==> src/rtl/sdram_readback.sv <==
// sdram_readback: reads NWORDS words from the SDRAM controller host port and streams them out
// through a small valid/ready FIFO. Define READBACK_CHECK_EN to add the ROM compare ports.
module sdram_readback #(
    parameter int                ADDR_W     = 24,
    parameter int                DATA_W     = 16,
    parameter int                NWORDS     = 4096,
    parameter logic [ADDR_W-1:0] BASE_ADDR  = '0,
    parameter int                FIFO_DEPTH = 4
) (
    input  logic              clk,
    input  logic              host_intf_rst_i,
    input  logic              start_i,
    output logic              busy_o,
    output logic              done_o,
    output logic              rd_o,
    output logic [ADDR_W-1:0] addr_o,
    input  logic [DATA_W-1:0] data_i,
    input  logic              done_i,
    input  logic              rdpending_i,
    output logic [DATA_W-1:0] data_o,
    output logic              valid_o,
    input  logic              ready_i
`ifdef READBACK_CHECK_EN
    ,
    output logic [11:0]       rom_addr_o,
    input  logic [15:0]       rom_data_i,
    output logic              err_o,
    output logic [11:0]       err_cnt_o
`endif
);

    localparam int IDX_W = $clog2(NWORDS) + 1;
    localparam int PTR_W = $clog2(FIFO_DEPTH);
    localparam int CNT_W = PTR_W + 1;
    localparam logic [CNT_W-1:0] FULL_CNT = CNT_W'(FIFO_DEPTH);
    localparam logic [IDX_W-1:0] LAST_IDX = IDX_W'(NWORDS - 1);

    localparam logic [2:0] S_IDLE  = 3'd0;
    localparam logic [2:0] S_REQ   = 3'd1;
    localparam logic [2:0] S_STALL = 3'd2;
    localparam logic [2:0] S_DRAIN = 3'd3;
    localparam logic [2:0] S_FIN   = 3'd4;

    logic [2:0]        state;
    logic [IDX_W-1:0]  index;
    logic [DATA_W-1:0] mem [FIFO_DEPTH];
    logic [PTR_W-1:0]  wr_ptr;
    logic [PTR_W-1:0]  rd_ptr;
    logic [PTR_W-1:0]  rd_ptr_next;
    logic [CNT_W-1:0]  count;
    logic [CNT_W-1:0]  count_next;
    logic              start_accept;
    logic              push;
    logic              pop;
    logic              unused_rdpending;

    // Pending status from the controller is informational; the done_i handshake is authoritative.
    assign unused_rdpending = rdpending_i;

    assign busy_o = (state != S_IDLE) && (state != S_FIN);
    assign done_o = (state == S_FIN);

    // NOTE: combinational logic uses blocking '='; state registers below use non-blocking '<='.
    // NOTE: every signal here is assigned on every pass, so no latch can be inferred.
    always_comb begin
        start_accept = (state == S_IDLE) && start_i;
        push         = (state == S_REQ) && rd_o && done_i;
        pop          = valid_o && ready_i;
        count_next   = count + CNT_W'(push) - CNT_W'(pop);
        rd_ptr_next  = rd_ptr + PTR_W'(pop);
    end

    always_ff @(posedge clk) begin
        if (host_intf_rst_i) begin
            state  <= S_IDLE;
            rd_o   <= 1'b0;
            addr_o <= '0;
            index  <= '0;
        end else begin
            case (state)
                S_IDLE: begin
                    if (start_accept) begin
                        index  <= '0;
                        addr_o <= BASE_ADDR;
                        if (count == FULL_CNT) begin
                            state <= S_STALL;
                        end else begin
                            state <= S_REQ;
                            rd_o  <= 1'b1;
                        end
                    end
                end
                S_REQ: begin
                    // rd_o low here is the mandatory gap cycle between two requests
                    if (!rd_o) begin
                        rd_o <= 1'b1;
                    end else if (done_i) begin
                        rd_o   <= 1'b0;
                        index  <= index + IDX_W'(1);
                        addr_o <= addr_o + ADDR_W'(1);
                        if (index == LAST_IDX) begin
                            state <= S_DRAIN;
                        end else if (count_next == FULL_CNT) begin
                            state <= S_STALL;
                        end
                    end
                end
                S_STALL: begin
                    if (count != FULL_CNT) begin
                        state <= S_REQ;
                        rd_o  <= 1'b1;
                    end
                end
                S_DRAIN: begin
                    if (count == '0) begin
                        state <= S_FIN;
                    end
                end
                S_FIN: begin
                    state <= S_IDLE;
                end
                default: begin
                    state <= S_IDLE;
                    rd_o  <= 1'b0;
                end
            endcase
        end
    end

    // NOTE: the storage array has no reset; count/valid_o alone say which entries are live.
    always_ff @(posedge clk) begin
        if (push) begin
            mem[wr_ptr] <= data_i;
        end
    end

    always_ff @(posedge clk) begin
        if (host_intf_rst_i) begin
            wr_ptr  <= '0;
            rd_ptr  <= '0;
            count   <= '0;
            valid_o <= 1'b0;
            data_o  <= '0;
        end else begin
            if (push) begin
                wr_ptr <= wr_ptr + PTR_W'(1);
            end
            rd_ptr  <= rd_ptr_next;
            count   <= count_next;
            valid_o <= (count_next != '0);
            // Incoming word becomes the head only when nothing older survives this cycle
            if (push && (count_next == CNT_W'(1))) begin
                data_o <= data_i;
            end else if (pop && (count_next != '0)) begin
                data_o <= mem[rd_ptr_next];
            end
        end
    end

`ifdef READBACK_CHECK_EN
    assign rom_addr_o = 12'(index);

    always_ff @(posedge clk) begin
        if (host_intf_rst_i || start_accept) begin
            err_o     <= 1'b0;
            err_cnt_o <= '0;
        end else if (push && (data_i != DATA_W'(rom_data_i))) begin
            err_o <= 1'b1;
            if (err_cnt_o != 12'hFFF) begin
                err_cnt_o <= err_cnt_o + 12'd1;
            end
        end
    end
`endif

endmodule

==> config.mk <==
export PLATFORM = sky130hd
export DESIGN_NAME = sdram_readback
export DESIGN_NICKNAME = d
export VERILOG_FILES = /design/src/rtl/sdram_readback.sv
export SDC_FILE = /design/constraint.sdc
export NUM_CORES = 1
export LEC_CHECK = 0
export CORE_ASPECT_RATIO = 2
export CORE_MARGIN = 4
export CORE_UTILIZATION = 49
export DETAILED_ROUTE_END_ITERATION = 8
export HOLD_SLACK_MARGIN = 0.12
export PLACE_DENSITY_LB_ADDON = 0.05
export SLEW_MARGIN = 10
export SYNTH_ARGS = -nofsm -noshare
export SYNTH_HDL_FRONTEND = slang
export SYNTH_SLANG_ARGS = --single-unit
==> constraint.sdc <==
create_clock -name clk -period 4 [get_ports clk]
set_clock_uncertainty 0.1 [all_clocks]
set_input_delay 1.2 -clock clk [delete_from_list [all_inputs] [get_ports clk]]
set_output_delay 1.2 -clock clk [all_outputs]
set_load 0.005 [all_outputs]
==> results of run 1 <==
critical path, delay by kind of cell:
family | cells | cell delay [ns]
AOI/OAI and AO/OA | 1 | 0.08
and+or+nand+nor | 4 | 1.06
xor gates and xnor gates | 1 | 0.26
adders and majority gates | 3 | 0.77
buffers and inverters | 4 | 0.67
where the power goes:
group | total, mW | switching, mW | internal (mW)
Combinational | 1.65 | 0.843 | 0.809
Clock | 1.58 | 0.589 | 0.989
Sequential | 1.64 | 0.115 | 1.53
state kept, by name (all words and copies together) (netlist names):
| signal | cells |
|---|---|
| addr_o | 24 |
| count | 3 |
| data_o | 16 |
| index | 13 |
| mem | 64 |
| rd_o | 1 |
| rd_ptr | 2 |
| state | 3 |
| valid_o | 1 |
| wr_ptr | 2 |
Yosys cell counts (3+ instances only):
| cell | n | area (µm²) |
|---|---|---|
| dfxtp_1 | 65 | 1300 |
| edfxtp_1 | 64 | 1920 |
| nand2_1 | 41 | 154 |
| nor2_1 | 36 | 135 |
| a21oi_1 | 30 | 150 |
| inv_1 | 23 | 86.3 |
| a31oi_1 | 17 | 106 |
| or4_1 | 17 | 128 |
| mux4_2 | 16 | 360 |
| o31ai_1 | 16 | 120 |
| buf_2 | 14 | 70.1 |
| o21ai_0 | 12 | 60.1 |
| a221o_1 | 11 | 110 |
| nand3_1 | 10 | 50.1 |
| or3_1 | 10 | 62.6 |
| ha_1 | 9 | 113 |
| nand2_2 | 9 | 56.3 |
| clkbuf_1 | 8 | 30.0 |
| nor3_1 | 7 | 35.0 |
| xor2_1 | 7 | 61.3 |
| and3_1 | 6 | 37.5 |
| a211o_1 | 5 | 43.8 |
| and4_1 | 5 | 43.8 |
| nand4_1 | 5 | 31.3 |
| and2_1 | 4 | 25.0 |
| buf_1 | 3 | 11.3 |
| nor2b_1 | 3 | 18.8 |
| nor4_1 | 3 | 18.8 |
| o2111ai_1 | 3 | 26.3 |
| o211ai_1 | 3 | 22.5 |
| or2_2 | 3 | 18.8 |
layout make-up:
class	instances	area share, %
Clock inverter	14	2.40
Tap cell	145	2.43
Multi-Input combinational cell	326	32.1
Inverter	24	1.21
Timing Repair Buffer	101	12.9
Sequential cell	129	43.3
Clock buffer	18	5.76
repair_timing:
item,CTS,global route
pin swaps,1,1
setup endpoints to repair,2,16
gates resized for setup,0,3
stage by stage:
step / cells / util, % / hold slack, ns / total power [mW] / area (µm²)
floorplan: 507 / - / 0.348 / 2.65 / 5840
global placement: 725 / 58.4 / 0.364 / 3.28 / 6840
detailed placement: 725 / 58.4 / 0.375 / 3.32 / 6840
CTS: 757 / 63.6 / 0.384 / 4.91 / 7440
global route: 757 / 63.7 / 0.418 / 5.14 / 7450
finish: 757 / 63.7 / 0.380 / 4.87 / 7450
logic make-up (layout without fill, tap and decap cells):
group,count (synthesis),count (layout)
xor gates and xnor gates,11,11
and+or+nand+nor,172,172
buffers and inverters,52,157
muxes,18,18
AOI/OAI and AO/OA,115,115
DFF,129,129
adders and majority gates,10,10
routing by layer:
metal	GRT usage [%]	up-vias
li1	-	2115
met1	23.5	2252
met2	40.2	107
met3	4.56	19
met4	9.01	0
met5	0	-
path summary, 6_finish.rpt:
| kind | start | endpoint | slack [ns] | depth (start not counted) |
|---|---|---|---|---|
| max | done_i | data_o[14] | 0.14 | 13 |
| min | addr_o[23] | addr_o[23] | 0.38 | 2 |
| max reg2reg | state[1] | data_o[14] | 0.85 | 12 |
| min reg2reg | addr_o[23] | addr_o[23] | 0.38 | 2 |
==> flow_summary.json, run 1 <==
{
  "outcome": "finished clean",
  "path_cells": "clkdlybuf4s50_1 > nand2_1 > nor2_2 > inv_1 > ha_1 > inv_1 > ha_1 > inv_1 > fa_2 > xor3_2 > or4_4 > nand2_1 > a31oi_1",
  "synth_top_family_by_area": "simple AND/OR/NAND/NOR gates",
  "via_per_inst": 5.94,
  "fin_nets": 631,
  "power_leakage_nw": 2.52,
  "cp_slowest_cell": "or4_4",
  "route.detailed.wl_per_inst_um": 18.6,
  "hpwl_mm": 9.88,
  "drive_gt1_share_pct": 17.5,
  "yosysWarnings": 0,
  "die_height_um": 162,
  "routed_wl_mm": 14.1,
  "top_layer_used": "met4",
  "syn_area_um2": 5840,
  "track_usage_pct": 21.8,
  "netlist_instances": 507,
  "num_io_pins": 66,
  "fin_ws_ns": 0.139,
  "initial_utilization_pct": 49.9,
  "clk_pin_slew_ns": 0.06,
  "worst_pin_slew_ns": 0.583,
  "portBuffers": 64,
  "ys_types": 67,
  "cp.arrival_ns": 4.05,
  "ant_nets": 0,
  "layout_common_cells": "dfxtp_1 (65), clkdlybuf4s50_1 (64), edfxtp_1 (64), nand2_1 (41), nor2_1 (35)",
  "wl_met3_um": 462,
  "fin_crit_sh_pct": 96.5,
  "ir_worst_vdd_uv": 393,
  "critPathLaunchType": "primary input",
  "critical_path_required_ns": 4.19,
  "vias": 4493,
  "post-cts-setup-buffers": 0,
  "worst_setup_path_end_kind": "flip-flop",
  "fillers": 941,
  "areaGrowthSynthToFinish_pct": 27.5,
  "dp_worst_setup_slack_ns": -0.450,
  "synth_compound_area_share_pct": 13.5,
  "synth_edf_count": 64,
  "overflow": 0,
  "dr.pass1.iters": 5,
  "final-seq-area_um2": 3220,
  "relSlewSlack_pct": 61.0,
  "path_common_cell": "inv_1",
  "hold_viol_final": 0,
  "numCtsBuffers": 17,
  "htreeDepth": 4,
  "cp_max_fo": 16,
  "grt_max_degree": 35,
  "ys.flop_type": "dfxtp_1",
  "cts.sinks": 129,
  "grt_pass1_wl_mm": 23.6,
  "final_max_slew_viol_count": 0,
  "hold_buffers": 0,
  "wl_met1_mm": 5.05,
  "min_path_type": "reg2reg",
  "cts.path.max_buffers": 2,
  "synth_nets": 539,
  "ys_async_sr_fraction_pct": 0,
  "final_common_cell": "dfxtp_1",
  "wl_met2_mm": 8.33,
  "setup_tns_ns": 0,
  "cap_violations": 0,
  "clock-root-buffer": "clkbuf_16",
  "synth_fa_ha_area_share_pct": 2.27,
  "n_antenna_cell": 0,
  "drc": 0,
  "grt_pass1_vias": 4681,
  "ys_ff_latch": 129,
  "synth-simple-area-share_pct": 16.3,
  "slowest_delay_ns": 0.66,
  "rsz0062_at_grt": "false",
  "period_needed_ns": 3.86,
  "fmax_mhz": 259,
  "muxShareOfSynthArea_pct": 6.51,
  "die_area_um2": 13800,
  "gp_congestion": 0.861,
  "setup_viol": 0,
  "tritoncts": "built",
  "antenna_found_initial": 0,
  "dieWidth_um": 85.2,
  "synthXorXnorAreaFrac_pct": 2.16,
  "syn_area_per_cell_um2": 11.5,
  "rows": 56,
  "first_iter_violations": 119,
  "multi_input_area_um2": 2390,
  "clock_latency_ns": 0.41,
  "p_per_area_nw_per_um2": 654,
  "ys_seq_area_share_pct": 55.2,
  "crit_type": "in2reg",
  "core_um2": 11700
}
No activity file was read; power rests on OpenSTA's default activity.
==> run 2: changes to the inputs <==
CAP_MARGIN = 25   (was not set)
CTS_CLUSTER_DIAMETER = 80   (was not set)
==> results of run 2 <==
The final DEF is identical to that of run 1; final timing and power are the same.
